[src/rtl/led_drv_pkg.sv]
// Shared types and elaboration-time helpers for the LED shift-register driver.
package led_drv_pkg;

    typedef enum logic [1:0] {
        IDLE     = 2'd0,
        SHIFT_LO = 2'd1,
        SHIFT_HI = 2'd2,
        LATCH    = 2'd3
    } state_t;

    // Counter width for values 0..v-1; never narrower than one bit.
    function automatic int clog2(input int v);
        int r;
        r = 0;
        while ((1 << r) < v) r++;
        return (r < 1) ? 1 : r;
    endfunction

    function automatic int latch_cyc(input int clk_div);
        return 2 * clk_div;
    endfunction

endpackage

[src/rtl/led_tick_gen.sv]
// Shift-clock phase divider: one-cycle tick every CLK_DIV cycles, realigned by i_restart.
module led_tick_gen
    import led_drv_pkg::*;
#(
    parameter int CLK_DIV = 2
) (
    input  logic i_clk,
    input  logic i_rst,
    input  logic i_restart,
    output logic o_tick
);

    localparam int CW = clog2(CLK_DIV);
    localparam logic [CW-1:0] LOAD = CW'(CLK_DIV - 1);

    logic [CW-1:0] cnt;

    always_ff @(posedge i_clk or posedge i_rst) begin
        if (i_rst) begin
            cnt <= LOAD;
        end else if (i_restart || cnt == '0) begin
            cnt <= LOAD;
        end else begin
            cnt <= cnt - 1'b1;
        end
    end

    assign o_tick = (cnt == '0);

endmodule

[src/rtl/led_shift_driver.sv]
// Serial driver for 74HC595-style chains: shifts CHANNELS words out on a shared
// divided shift clock, then strobes the storage latch.
module led_shift_driver
    import led_drv_pkg::*;
#(
    parameter int DATA_W       = 16,
    parameter int CHANNELS     = 1,
    parameter int CLK_DIV      = 2,
    parameter int LSB_FIRST    = 0,
    parameter int AUTO_REFRESH = 0
) (
    input  logic                         i_clk,
    input  logic                         i_rst,
    input  logic [CHANNELS*DATA_W-1:0]   i_data,
    input  logic                         i_valid,
    output logic                         o_ready,
    output logic [CHANNELS-1:0]          o_LEDdata,
    output logic                         o_LEDclk,
    output logic                         o_LEDlatch,
    output logic                         o_done
);

    localparam int BW = clog2(DATA_W);
    localparam int LW = clog2(latch_cyc(CLK_DIV));
    localparam logic [BW-1:0] BIT_LAST = BW'(DATA_W - 1);
    localparam logic [LW-1:0] LAT_LAST = LW'(latch_cyc(CLK_DIV) - 1);

    state_t                       state, state_n;
    logic [CHANNELS*DATA_W-1:0]   shadow, src;
    logic                         loaded;
    logic                         accept, start, tick;
    logic [BW-1:0]                bit_idx, bit_n, sel;
    logic [LW-1:0]                lat_cnt;
    logic [CHANNELS-1:0]          data_n;

    led_tick_gen #(.CLK_DIV(CLK_DIV)) u_tick (
        .i_clk     (i_clk),
        .i_rst     (i_rst),
        .i_restart (start),
        .o_tick    (tick)
    );

    always_comb begin
        state_n = state;
        accept  = 1'b0;
        start   = 1'b0;
        case (state)
            IDLE: begin
                if (i_valid) begin
                    accept  = 1'b1;
                    start   = 1'b1;
                    state_n = SHIFT_LO;
                end else if (AUTO_REFRESH != 0 && loaded) begin
                    start   = 1'b1;
                    state_n = SHIFT_LO;
                end
            end
            SHIFT_LO: if (tick) state_n = SHIFT_HI;
            SHIFT_HI: if (tick) state_n = (bit_idx == BIT_LAST) ? LATCH : SHIFT_LO;
            LATCH:    if (lat_cnt == LAT_LAST) state_n = IDLE;
            default:  state_n = IDLE;
        endcase
    end

    // Bit index for the coming cycle, so the data line is registered alongside the clock.
    always_comb begin
        bit_n = bit_idx;
        if (start) begin
            bit_n = '0;
        end else if (state == SHIFT_HI && tick && bit_idx != BIT_LAST) begin
            bit_n = bit_idx + 1'b1;
        end
    end

    assign sel = (LSB_FIRST != 0) ? bit_n : (BIT_LAST - bit_n);
    // On the accept edge the shadow is not yet loaded, so the first bit comes straight from i_data.
    assign src = accept ? i_data : shadow;

    for (genvar c = 0; c < CHANNELS; c++) begin : g_ch
        logic [DATA_W-1:0] chan;
        assign chan      = src[c*DATA_W +: DATA_W];
        assign data_n[c] = chan[sel];
    end

    always_ff @(posedge i_clk or posedge i_rst) begin
        if (i_rst) begin
            state      <= IDLE;
            shadow     <= '0;
            loaded     <= 1'b0;
            bit_idx    <= '0;
            lat_cnt    <= '0;
            o_LEDdata  <= '0;
            o_LEDclk   <= 1'b0;
            o_LEDlatch <= 1'b0;
            o_done     <= 1'b0;
        end else begin
            state   <= state_n;
            bit_idx <= bit_n;
            if (accept) begin
                shadow <= i_data;
                loaded <= 1'b1;
            end
            lat_cnt    <= (state == LATCH && state_n == LATCH) ? lat_cnt + 1'b1 : '0;
            o_LEDclk   <= (state_n == SHIFT_HI);
            o_LEDlatch <= (state_n == LATCH);
            o_LEDdata  <= (state_n == SHIFT_LO || state_n == SHIFT_HI) ? data_n : '0;
            o_done     <= (state == LATCH && state_n == IDLE);
        end
    end

    assign o_ready = (state == IDLE);

endmodule

[config.mk]
export PLATFORM = sky130hd
export DESIGN_NAME = led_shift_driver
export DESIGN_NICKNAME = d
export VERILOG_FILES = /design/src/rtl/led_drv_pkg.sv /design/src/rtl/led_tick_gen.sv /design/src/rtl/led_shift_driver.sv
export SDC_FILE = /design/constraint.sdc
export NUM_CORES = 1
export LEC_CHECK = 0
export CAP_MARGIN = 5
export CORE_UTILIZATION = 47
export DETAILED_ROUTE_END_ITERATION = 12
export GPL_ROUTABILITY_DRIVEN = 0
export GPL_TIMING_DRIVEN = 0
export PLACE_DENSITY = 0.72
export SLEW_MARGIN = 25
export SYNTH_ARGS = -nofsm -noshare
export SYNTH_HDL_FRONTEND = slang
export SYNTH_SLANG_ARGS = --single-unit
[constraint.sdc]
create_clock -name i_clk -period 2.3 [get_ports i_clk]
set_clock_uncertainty 0.15 [all_clocks]
set_input_delay 0.69 -clock i_clk [delete_from_list [all_inputs] [get_ports i_clk]]
set_output_delay 0.69 -clock i_clk [all_outputs]
set_load 0.1 [all_outputs]
After elaboration in Yosys (flattened, before gate mapping)
Cells that the tools add are included.
{"block": "totals", "register_bits": 29, "latch_bits": 0, "ramBits": 0, "rom_bits": 0, "inputBits": 19, "out_inout_bits": 5, "word_cells": 48, "mem_count": 0}
{"block": "op_classes", "n_addsub": 4, "multipliers": 0, "div_mod_pow": 0, "n_lt_le_gt_ge": 1, "eq_ne": 9, "shift": 0, "muxes": 16, "bitwise": 1, "reduce_logical": 8}
{"cell": "16-bit two-way mux", "count": 1}
{"cell": "2-bit two-way mux", "count": 6}
{"cell": "2-bit == test (second input constant)", "count": 5}
{"cell": "4-bit two-way mux", "count": 2}
{"cell": "2-bit case mux with 4 select lines", "count": 1}
{"cell": "4-bit by 5-bit less-than comparator with 1-bit output (second input constant)", "count": 1}
{"cell": "1-bit two-way mux", "count": 5}
{"cell": "4-bit by 1-bit adder with 4-bit output (second input constant)", "count": 1}
{"cell": "1-bit binary-select mux with 4-bit select", "count": 1}
{"cell": "2-bit by 1-bit == test with 1-bit output (second input constant)", "count": 2}
{"cell": "4-bit == test (second input constant)", "count": 1}
{"cell": "1-bit logical AND", "count": 4}
{"cell": "2-bit zero test", "count": 2}
{"cell": "4-bit inequality test (second input constant)", "count": 1}
{"cell": "4-bit subtractor (first input constant)", "count": 1}
{"cell": "2-bit by 1-bit adder with 2-bit output (second input constant)", "count": 1}
{"cell": "1-bit logical OR", "count": 2}
{"cell": "1-bit NOT", "count": 1}
{"cell": "1-bit subtractor (second input constant)", "count": 1}

Logic depth before layout (Yosys ltp)
{"block": "logic_depth", "word_depth": 9, "mapped_depth": 7}

Cells and area by module
A second synthesis with hierarchy kept.
{"block": "hier_totals", "cells_unflattened": 183, "hier_area_um2": 1667.8}
{"module": "led_shift_driver", "instances": 1, "cells_each": 179, "area_each_um2": 1627.8}
{"module": "led_tick_gen", "instances": 1, "cells_each": 4, "area_each_um2": 40.0}

Least setup slack after synthesis
OpenSTA, ideal clock, no wires.
{"block": "synth_path", "kind": "reg-to-output", "from": "reg state[1]", "to": "out o_ready", "t_arrival_ns": 1.875, "t_required_ns": 1.460, "slack_ns": -0.415, "path_stages_with_launch": 3, "n_path_buf": 1, "cell_sequence": "dfrtp_1 -> buf_2 -> nor2_1"}
{"block": "synth_via", "elab_chain_len": 1}
{"element": "start, declared", "line": "led_shift_driver.sv:28", "source": "state_t state, state_n;"}
{"element": "start signal, assigned", "line": "led_shift_driver.sv:97", "source": "state <= state_n;"}
{"element": "2-bit zero test", "line": "led_shift_driver.sv:111", "source": "assign o_ready = (state == IDLE);"}
{"element": "end, declared", "line": "led_shift_driver.sv:16", "source": "output logic o_ready,"}
No other way between the ends.

Worst setup path after layout
{"block": "layout_path", "from": "reg bit_idx[0]", "to": "reg o_LEDdata"}
{"block": "layout_via", "elab_chain_len": 8}
{"element": "start, declared", "line": "led_shift_driver.sv:32", "source": "logic [BW-1:0] bit_idx, bit_n, sel;"}
{"element": "start signal, assigned", "line": "led_shift_driver.sv:98", "source": "bit_idx <= bit_n;"}
{"element": "parallel branches: the longest is 7 deep, another holds 4-bit by 1-bit adder with 4-bit output"}
{"element": "1-bit two-way mux *", "line": "led_shift_driver.sv:106", "source": "o_LEDdata <= (state_n == SHIFT_LO || state_n == SHIFT_HI) ? data_n : '0;"}
{"element": "end signal, assigned", "line": "led_shift_driver.sv:106"}
{"element": "end, declared", "line": "led_shift_driver.sv:17", "source": "output logic [CHANNELS-1:0] o_LEDdata,"}
Mark *: on every way between the ends. The select of a mux whose other input is x is not followed.

==> run_results.csv <==
group,metric,value,unit
outcome,outcome,"finished, final reports clean",
die,dieArea,3490,um2
drt,first_iter_violations,62,
worst_setup_path,worstPathMaxFanout,5,
global_routing,grt_overflow,0,
power,p_clk_share,10.3,%
finish,seqCellArea,728,um2
drt,ant_nets,0,
worst_setup_path,worstSetupEndpointType,"flop",
drt,vias,1317,
cts,root_buffer,"clkbuf_4",
synth,synth-seq-cells,29,
die,row_count,20,
global_routing,grt_pass1_wl,5560,um
finish,multi_input_comb_area,798,um2
placed_design,io_buffers,23,
power,power.switching,1.31,mW
power,p_per_area,1420,nW/um2
synth,synth_flop_cell,"dfrtp_1",
worst_setup_path,r2r_start,"bit_idx[0]",
synth,async_flop_share,100,%
synth,avgSynthCellArea,9.62,um2
drt,via_per_inst,5.51,
timing,tightestPinTransition,0.596,ns
synth,yosys.area.top_type,"dfrtp_1",
synth,yosysTopAreaCellShare,45.8,%
cts,cts_buffer_depth,2,
power,switching_share,46.5,%
worst_setup_path,criticalPathCategory,"reg -> reg",
timing,fin_crit_sh,99.0,%
power,power_frac_seq,31.6,%
cts,clkTransAtPathRegs,0.09,ns
timing,finalSetupTns,0,ns
synth,yosysSeqAreaShare,47.5,%
finish,layout-drive-gt1-share,21.5,%
finish,fill_cells,268,
power,combPwrFrac,58.1,%
run,max_cap_viol_count,0,
timing,rsz0062_at_grt,"true",
synth,netlist_area,1530,um2
finish,fin_area,1980,um2
synth,synth_edf_count,0,
drt,wl_per_cell,13.7,um
die,die-width,59.0,um
cts,clkLatencyLatePin,0.33,ns
placed_design,place_hpwl,2250,um
timing,hold-worst-slack,0.282,ns
die,ios,24,
timing,fmax,439,MHz
die,die_h,59.0,um
power,vdd_drop_max,0.638,mV
global_routing,grtUsageTotal,22.0,%
timing,slew_viol_final,0,
die,initial_utilization,49.7,%
global_routing,grt_max_degree,30,
cts,ctsHoldBuffers,0,
synth,synth_area_leaders,"dfrtp_1 46%, nand2_1 9.1%, ha_1 4.1%, o21ai_0 3.3%, nand3_1 2.6%",
worst_setup_path,worstSetupStartpoint,"bit_idx[0]",
synth,yosys_warnings,0,
timing,relSlewSlack,60.2,%
drt,firstDrtPassIters,4,
cts,h-tree-depth,2,
synth,syn-num-nets,183,
die,coreArea,3080,um2
worst_hold_path,min-delay-start,"lat_cnt[0]",
worst_setup_path,critPathRequiredTime,2.41,ns
cts,clock_sinks,29,
placed_design,dpl-instance-area,1820,um2
global_routing,grt_pass1_vias,1295,
finish,fin_util,64.2,%
cts,numCtsBuffers,5,
global_routing,antenna_found_initial,0,
drt,routed_wirelength,3280,um
finish,fin_nets,218,
timing,hold_viol,0,
power,leakage,0.890,nW
synth,yosysUniqueCellTypes,45,
power,p_int,1.50,mW
timing,period_minus_slack,2.28,ns
cts,tritoncts,"yes",
worst_hold_path,min_path_type,"reg -> reg",
synth,synthesis.instances,159,
finish,area_growth,29.3,%
power,power,2.81,mW
timing,setup_viol,0,
worst_setup_path,arrival,2.38,ns
drt,drc_errors,0,
worst_setup_path,startpoint_type,"flop",
finish,diodes,0,
-- synth_stat cells (3+ instances only) --
cell	n
clkbuf_1	4
nor3_1	4
nor2_1	9
a21oi_1	6
dfrtp_1	28
o21ai_0	10
inv_1	8
ha_1	5
nand2_1	37
mux2_2	3
nand3_1	8
-- layer usage --
layer | track usage, % | wire length [um] | up-vias
met5 | 0 | 0 | -
met4 | 10.5 | 60 | 0
met3 | 6.55 | 159 | 8
met2 | 38.8 | 1690 | 52
met1 | 24.2 | 1370 | 623
li1 | - | - | 634
-- worst max-delay path, cell delays in order (launching register included) --
cell and delay [ns]:
dfrtp_1 0.42, ha_4 0.19, a311oi_4 0.42, a21oi_2 0.11
a22o_1 0.24, a2111oi_2 0.39, a32oi_1 0.12, o22ai_1 0.16
-- stage by stage --
step / instances / setup WS, ns
after floorplan: 159 / 0.0340
after global placement: 226 / -0.704
after detailed placement: 226 / -0.654
after CTS: 239 / 0.00370
after global routing: 239 / -0.0328
final: 239 / 0.0239
-- sequential cells by signal, indices dropped and copies added (netlist names) --
signal and cells:
state 2, shadow 16, o_LEDlatch 1, o_done 1
o_LEDdata 1, lat_cnt 2, o_LEDclk 1, bit_idx 4
u_tick.cnt 1
-- power by group through the flow --
stage	Sequential (mW)	Clock, mW	Combinational, mW
after detailed placement	0.892	0	1.43
final	0.887	0.290	1.63
after floorplan	1.05	0	0.941
after global routing	0.914	0.323	1.76
after CTS	0.876	0.298	1.58
after global placement	0.888	0	1.40
-- layout make-up --
cell class	count	share of cell area, %
inverters	8	1.52
well taps	44	2.78
flip-flops and latches	29	36.8
multi-input cells	115	40.4
repair buffers	28	13.9
plain buffers	7	2.15
clock buffers	8	2.47
-- timing repair --
item                                   in CTS  in global routing
resized for setup                          30                  9
buffers inserted                            5                  0
pin swaps                                   6                  5
setup endpoints to repair                  16                  3
endpoints found under the hold margin       0                  0
-- cells in the final DEF (no fill, tap or decap), types with 2 or more instances in the layout --
cell / n
inv_1: 7
a21oi_1: 4
a21oi_2: 2
nand2_1: 37
clkbuf_1: 4
clkbuf_4: 5
nor2_1: 8
dfrtp_1: 27
clkdlybuf4s50_1: 17
ha_1: 4
a32oi_1: 2
nand3_1: 8
mux2_2: 3
nor3_1: 4
buf_4: 6
o21ai_0: 10
clkbuf_2: 3
buf_6: 2
clkdlybuf4s15_2: 4
and2b_1: 2
-- logic make-up (layout without fill, tap and decap cells) --
family	count (synthesis)	in the layout	share of synthesized area (%)
DFF	29	29	47.5
and+or+nand+nor	69	69	21.9
xor gates and xnor gates	1	1	0.573
AOI/OAI and AO/OA	35	35	17.9
buffers and inverters	15	51	4.34
adders and majority gates	5	5	4.09
muxes	5	5	3.60
-- worst paths after layout --
path / to / slack, ns / cells past startpoint
max in group asynchronous: bit_idx[1] / 0.98 / 2
hold / removal: lat_cnt[0] / 0.28 / 1
min in group asynchronous: bit_idx[0] / 0.59 / 2
hold reg to reg: lat_cnt[0] / 0.28 / 1
setup / recovery: o_LEDdata / 0.02 / 7
setup reg to reg: o_LEDdata / 0.02 / 7
No activity file was read; power rests on OpenSTA's default activity.
